## src/rtl/viterbi_dec_scheduler.sv

```systemverilog
// rtl/viterbi_dec_scheduler.sv - two-channel frame scheduler sharing one Viterbi decoder
//
// Accepts 16-bit coded frames from two requesters over valid/ready. Only one
// frame is in flight at a time. The accepted frame is driven on dec_data_in
// for DEC_LAT edges. The decoded byte is then captured and presented on the
// output handshake, tagged with the channel it came from.
//
// Parameters:
//   DEC_LAT    decoder latency in edges, 1..15
//   IDLE_WORD  value on dec_data_in while no frame is in flight
//
// Ports:
//   clk, rst                    clock, async active-low reset
//   req0_valid/data/ready       channel 0 frame input
//   req1_valid/data/ready       channel 1 frame input
//   out_valid/data/ch/ready     decoded byte output plus its source channel
//   dec_data_in, dec_data_out   connection to the decoder
//   busy                        scheduler not idle
//   frame_cnt                   completed output handshakes, wrapping
//
// Build option:
//   VITERBI_SCHED_PRIO_EN  When defined, channel 0 has strict priority.
//                          Otherwise the two channels are served round-robin.

module viterbi_dec_scheduler #(
  parameter int          DEC_LAT   = 1,
  parameter logic [15:0] IDLE_WORD = 16'h0000
) (
  input  logic        clk,
  input  logic        rst,
  input  logic        req0_valid,
  input  logic [15:0] req0_data,
  output logic        req0_ready,
  input  logic        req1_valid,
  input  logic [15:0] req1_data,
  output logic        req1_ready,
  output logic        out_valid,
  output logic [7:0]  out_data,
  output logic        out_ch,
  input  logic        out_ready,
  output logic [15:0] dec_data_in,
  input  logic [7:0]  dec_data_out,
  output logic        busy,
  output logic [15:0] frame_cnt
);

  localparam logic [1:0] ST_IDLE = 2'd0;
  localparam logic [1:0] ST_RUN  = 2'd1;
  localparam logic [1:0] ST_OUT  = 2'd2;

  localparam logic [3:0] LAT = 4'(DEC_LAT);

  logic [1:0] state;
  logic [3:0] cnt;
  logic       cur_ch;
  logic       last_ch;
  logic       grant;
  logic       accept;

  // Grant selects which channel's ready is raised in IDLE. With no requester
  // present it rests on channel 0.
  always_comb begin
    grant = 1'b0;
`ifdef VITERBI_SCHED_PRIO_EN
    if (!req0_valid && req1_valid)
      grant = 1'b1;
`else
    if (req0_valid && req1_valid)
      grant = ~last_ch;
    else if (req1_valid)
      grant = 1'b1;
`endif
  end

  assign req0_ready = (state == ST_IDLE) && !grant;
  assign req1_ready = (state == ST_IDLE) && grant;
  assign busy       = (state != ST_IDLE);
  assign accept     = grant ? (req1_valid && req1_ready) : (req0_valid && req0_ready);

  always_ff @(posedge clk or negedge rst) begin
    if (!rst) begin
      state       <= ST_IDLE;
      cnt         <= 4'd0;
      cur_ch      <= 1'b0;
      last_ch     <= 1'b1;
      dec_data_in <= IDLE_WORD;
      out_valid   <= 1'b0;
      out_data    <= 8'h00;
      out_ch      <= 1'b0;
      frame_cnt   <= 16'h0000;
    end else begin
      case (state)
        ST_IDLE: begin
          if (accept) begin
            dec_data_in <= grant ? req1_data : req0_data;
            cur_ch      <= grant;
            last_ch     <= grant;
            cnt         <= LAT;
            state       <= ST_RUN;
          end
        end
        ST_RUN: begin
          cnt <= cnt - 4'd1;
          // cnt==1 marks the DEC_LAT-th edge after acceptance, when the
          // decoder output for this frame is valid.
          if (cnt == 4'd1) begin
            out_data    <= dec_data_out;
            out_ch      <= cur_ch;
            out_valid   <= 1'b1;
            dec_data_in <= IDLE_WORD;
            state       <= ST_OUT;
          end
        end
        ST_OUT: begin
          if (out_ready) begin
            out_valid <= 1'b0;
            frame_cnt <= frame_cnt + 16'd1;
            state     <= ST_IDLE;
          end
        end
        default: state <= ST_IDLE;
      endcase
    end
  end

endmodule

```

## config.mk

```make
export PLATFORM = sky130hd
export DESIGN_NAME = viterbi_dec_scheduler
export DESIGN_NICKNAME = d
export VERILOG_FILES = /design/src/rtl/viterbi_dec_scheduler.sv
export SDC_FILE = /design/constraint.sdc
export NUM_CORES = 1
export LEC_CHECK = 0
export CAP_MARGIN = 5
export CORE_ASPECT_RATIO = 0.9
export CORE_MARGIN = 4
export CORE_UTILIZATION = 47
export DETAILED_ROUTE_END_ITERATION = 16
export GPL_TIMING_DRIVEN = 0
export HOLD_SLACK_MARGIN = 0.12
export PLACE_DENSITY_LB_ADDON = 0.3
export SYNTH_ARGS = -nofsm -noshare
export SYNTH_HDL_FRONTEND = slang
export SYNTH_SLANG_ARGS = --single-unit
export TNS_END_PERCENT = 10
```

## constraint.sdc

```tcl
create_clock -name clk -period 2.7 [get_ports clk]
set_input_delay 0.27 -clock clk [delete_from_list [all_inputs] [get_ports clk]]
set_output_delay 0.27 -clock clk [all_outputs]
set_load 0.005 [all_outputs]
```

======== Yosys cells after proc, flatten, opt, wreduce, memory -nomap -nowiden ========
Cells that the tools add are included.
storage, ports and cells
  input bits .............................. 45
  output and inout port bits .............. 45
  register bits after elaboration ......... 50
operators by class
  equality and inequality tests ........... 6
  $add $sub $neg .......................... 2
  multiplexer cells ....................... 16
  reduce and logical (&&, ||, !) cells .... 17
  bitwise operators ....................... 1
operator list
  kind                                                  count
  2-to-1 mux 16 bit                                     3
  one-hot mux 16 bit (2 select lines)                   1
  adder 16 x 1 -> 16 bit (second input constant)        1
  AND reduction 3 bit                                   3
  one-hot mux 4 bit (2 select lines)                    1
  AND reduction 2 bit                                   4
  2-to-1 mux 2 bit                                      3
  != test 2 bit (second input constant)                 3
  one-hot mux 2 bit (3 select lines)                    1
  nonzero test 2 bit                                    3
  logical AND 1 bit                                     5
  2-to-1 mux 1 bit                                      5
  equality test 4 x 1 -> 1 bit (second input constant)  1
  2-to-1 mux 4 bit                                      1
  subtractor 4 x 1 -> 4 bit (second input constant)     1
  equality test 2 x 1 -> 1 bit (second input constant)  1
  equality test 2 bit (second input constant)           1
  logical NOT 2 bit                                     1
  one-hot mux 1 bit (2 select lines)                    1
  logical NOT 1 bit                                     1
  inverter 1 bit                                        1

======== Logic depth before layout (Yosys ltp) ========
  depth after elaboration ................. 8
  gate-level depth with buffers ........... 7
  depth with buffers taken out ............ 6

======== Worst setup path after synthesis ========
No wires, ideal clock.
  kind .................................... reg2reg
  from .................................... register cnt[0]
  to ...................................... register out_data[2]
  cell stages (with the launch flop) ...... 6
  data required time ...................... 2575 ps
  slack ................................... 1238 ps
  arrival ................................. 1337 ps
  path through ............................ dfrtp_1 ha_1 nor3b_2 nand2_2 buf_6 mux2_2
on the way
  cells in the longest elaborated chain, start to end .. 2
ends and longest elaborated chain
  item                                  line  source
  from (decl)                           54    logic [3:0] cnt;
  from (signal assigned)                103   cnt <= cnt - 4'd1;
  equality test 4 x 1 -> 1 bit          106   if (cnt == 4'd1) begin
  AND reduction 2 bit (no source line)  --
  to (signal assigned)                  107   out_data <= dec_data_out;
  to (decl)                             38    output logic [7:0] out_data,
Every way passes these cells.
A chain may end at the register's enable or synchronous reset.

======== Worst setup path in the final report ========
  from .................................... input req1_valid
  to ...................................... output req1_ready
on the way
  cells in the longest elaborated chain, start to end .. 3
  elaborated cells on any way between the ends .. 4
  classes of those cells .................. mux: 2; reduce/logical: 2
ends and longest elaborated chain
  item                                                          line    source
  from (decl)                                                   34      input logic req1_valid,
  2-to-1 mux 1 bit / logical AND 1 bit (equally long branches)  70, 68
  2-to-1 mux 1 bit *                                            68      if (req0_valid && req1_valid)
  logical AND 1 bit *                                           76      assign req1_ready = (state == ST_IDLE) && grant;
  to (decl)                                                     36      output logic req1_ready,
Every way passes the cells marked *; elsewhere a longest branch is shown, timed or not.

==> metrics.txt <==
status complete, no violations; number of global-route vias before repair 1903; H-tree depth 2; Vias 1822; LEAKAGE 1.45 nW; setup bufs post-CTS 0; Critical Path RT 2.43 ns; Period minus WS final 2.20 ns; sequential element share of the synthesized area 0.550; crit path kind input pin to primary output; Worst Path Arrival 1.93 ns; Remaining DRCs 0; gpl congestion 0.752; Min Hold Slack 0.405 ns; Clock Path Buffers 2; internal power 2.03 mW; Slowest Stage Delay on Critical Path 0.53 ns; Fmax 454 MHz; Max Fanout on Critical Path 9; combinational power share 0.424; Slew Limit Fails 0; clk_lat worst skew 0.31 ns; ANT nets after route 0; row count 23; type of the tightest min-delay check input pin to asynchronous set/reset pin; capturing point of the worst reg2reg path out_data[2]; Starting Density 0.498; CTS sink count 50; switching share of total power 0.317; Final Cell Area 3380 µm²; worst-margin pin slew 0.475 ns; gr ovfl total 0; CTS tree done; diode count 0; Die Y 74.0 µm; placed cell count 350; die width 81.4 µm; slew margin rel. 0.684; worst vdd ir 0.000518 V; Layout Utilization 0.740; area grow syn2layout 48.6%; most used cell, CP clkdlybuf4s50_1; Avg Synthesized Cell Area 11.5 µm²; flop2flop setup slack 1.08 ns; Final Skew 0.0156 ns; Starting DRT DRC Count 73; dpl ws 0.569 ns; critical path startpoint category input pin; initial antenna violation count 0; largest net degree at the start of global routing 34; Crit. End Element primary output; Post-Synthesis Cells 198; Routed WL 5230 µm; TritonCTS Buffers 5; Setup WS post-layout 0.499 ns; gr usage total 0.188; nets@finish 344; Final Hold Fails 0; CTS clk-pin slew, worst paths 0.10 ns; routed vias/inst 5.08; die area 6020 µm²; share of layout cells above drive strength 1 0.114; synthesized area 2280 µm²; Detailed Routing Iterations Pass 1 4; crit path cell chain clkdlybuf4s50_1 > a21boi_1 > buf_4 > and2_1 > clkdlybuf4s50_1; syn nets 246; synthesis-stage register bit count 50; power per cell area 879 nW/µm²; r2r startpoint cnt[0]; period utilisation layout 0.815; commonest non-fill, non-tap cell in the layout clkdlybuf4s50_1; RSZ-0062 raised after global routing false; reg2reg path depth 5; Critical-path top delay cell clkdlybuf4s50_1; Final HPWL DP 3990 µm; core area 4580 µm²; Psw 0.944 mW; clk root buf clkbuf_8; Max-cap violations 0; Syn. warnings 0; DR WL/cell 14.6 µm; dpl cell area 3260 µm²; I/O Buffers 89; commonest non-fill, non-tap cells in the layout 88 x clkdlybuf4s50_1, 49 x dfrtp_1, 22 x nand3_1; Clk pwr share 0.178; Final setup viols 0; library cells used by synthesis 35; first-pass GRT wire length 8600 µm; non-filler instance count after layout 359; I/O pin cnt 90; share of power burned in registers 0.398
[how the worst max path moves through the flow]
| stage | start | endpoint | cells after the start |
|---|---|---|---|
| finish | req1_valid | req1_ready | 5 |
| global route | req1_valid | req1_ready | 5 |
| CTS | req1_valid | req1_ready | 5 |
| detailed placement | req1_valid | req1_ready | 5 |
| global placement | rst | dec_data_in[13] | 1 |
| floorplan | cnt[0] | out_data[2] | 5 |
[synthesized netlist by cell type (all sizes together)]
cell type  instances  area [µm²]
nand2             13        51.3
nand3b             1        7.51
a21o               1        7.51
and3               1        6.26
a21boi             1        7.51
and2b              1        7.51
o21ai             21         109
nand4              7        58.8
nor3               6        50.1
nand2b             2        12.5
nor3b              1        12.5
dfrtp             49        1230
a21oi              2        10.0
a31oi              1        6.26
clkbuf             3        11.3
dfstp              1        26.3
xnor2             12         105
inv                4        15.0
mux2               9         101
buf                4        35.0
and3b              1        10.0
xor2               5        43.8
nand3             22         110
nor2               9        36.3
ha                 3        37.5
mux2i             16         160
and2               2        12.5
[cell families (layout without fill, tap and decap cells)]
kind of cell               after synthesis  after routing  share of synthesized area
AOI/OAI and AO/OA                       26             26                     0.0615
xor gates and xnor gates                17             17                     0.0654
adders and majority gates                3              3                     0.0165
buffers and inverters                   11            110                     0.0269
DFF                                     50             50                      0.550
muxes                                   25             25                      0.115
and+or+nand+nor                         66             66                      0.165
[worst max-delay path: cells and delay by family]
kind            cells  cell delay, ns
compound gates      1            0.21
buf+inv             3            1.28
simple gates        1            0.17
[layout make-up]
| type | instances | area (µm²) |
|---|---|---|
| inverter | 4 | 15.0 |
| timing repair buffer | 91 | 916 |
| sequential | 50 | 1250 |
| multi-input combinational | 137 | 963 |
| buffer | 7 | 46.3 |
| tap | 62 | 77.6 |
| clock buffer | 5 | 68.8 |
| fill | 335 | 1190 |
| clock inverter | 3 | 45.0 |
[power by group through the flow]
stage	clock network, mW	registers, mW	logic (mW)
after global placement	0	1.18	1.24
final	0.530	1.18	1.26
after detailed placement	0	1.20	1.27
after global routing	0.572	1.22	1.41
after CTS	0.544	1.19	1.28
after floorplan	0	1.20	0.582
[registers in the layout, indices dropped and copies added, names as in the netlist]
name / flops
cnt: 4
cur_ch: 1
dec_data_in: 16
frame_cnt: 16
last_ch: 1
out_ch: 1
out_data: 8
out_valid: 1
state: 2
[metal layers]
| metal | vias up | GRT usage | wire [µm] |
|---|---|---|---|
| met2 | 57 | 0.308 | 2580 |
| li1 | 887 | - | - |
| met1 | 868 | 0.218 | 2100 |
| met3 | 10 | 0.0714 | 440 |
| met5 | - | 0 | 0 |
| met4 | 0 | 0.0919 | 111 |
[through the flow]
stage          TNS (ns)  power (mW)
2_1_floorplan         0        1.78
3_3_place_gp      -3.87        2.42
3_5_place_dp          0        2.47
6_report              0        2.97
4_1_cts               0        3.01
5_1_grt               0        3.20
[repair_timing]
action,in CTS,in global routing
hold endpoints to repair,17,0
resized for setup,0,0
setup endpoints to repair,0,0
hold buffers,1,0
No activity file was read; power rests on OpenSTA's default activity.
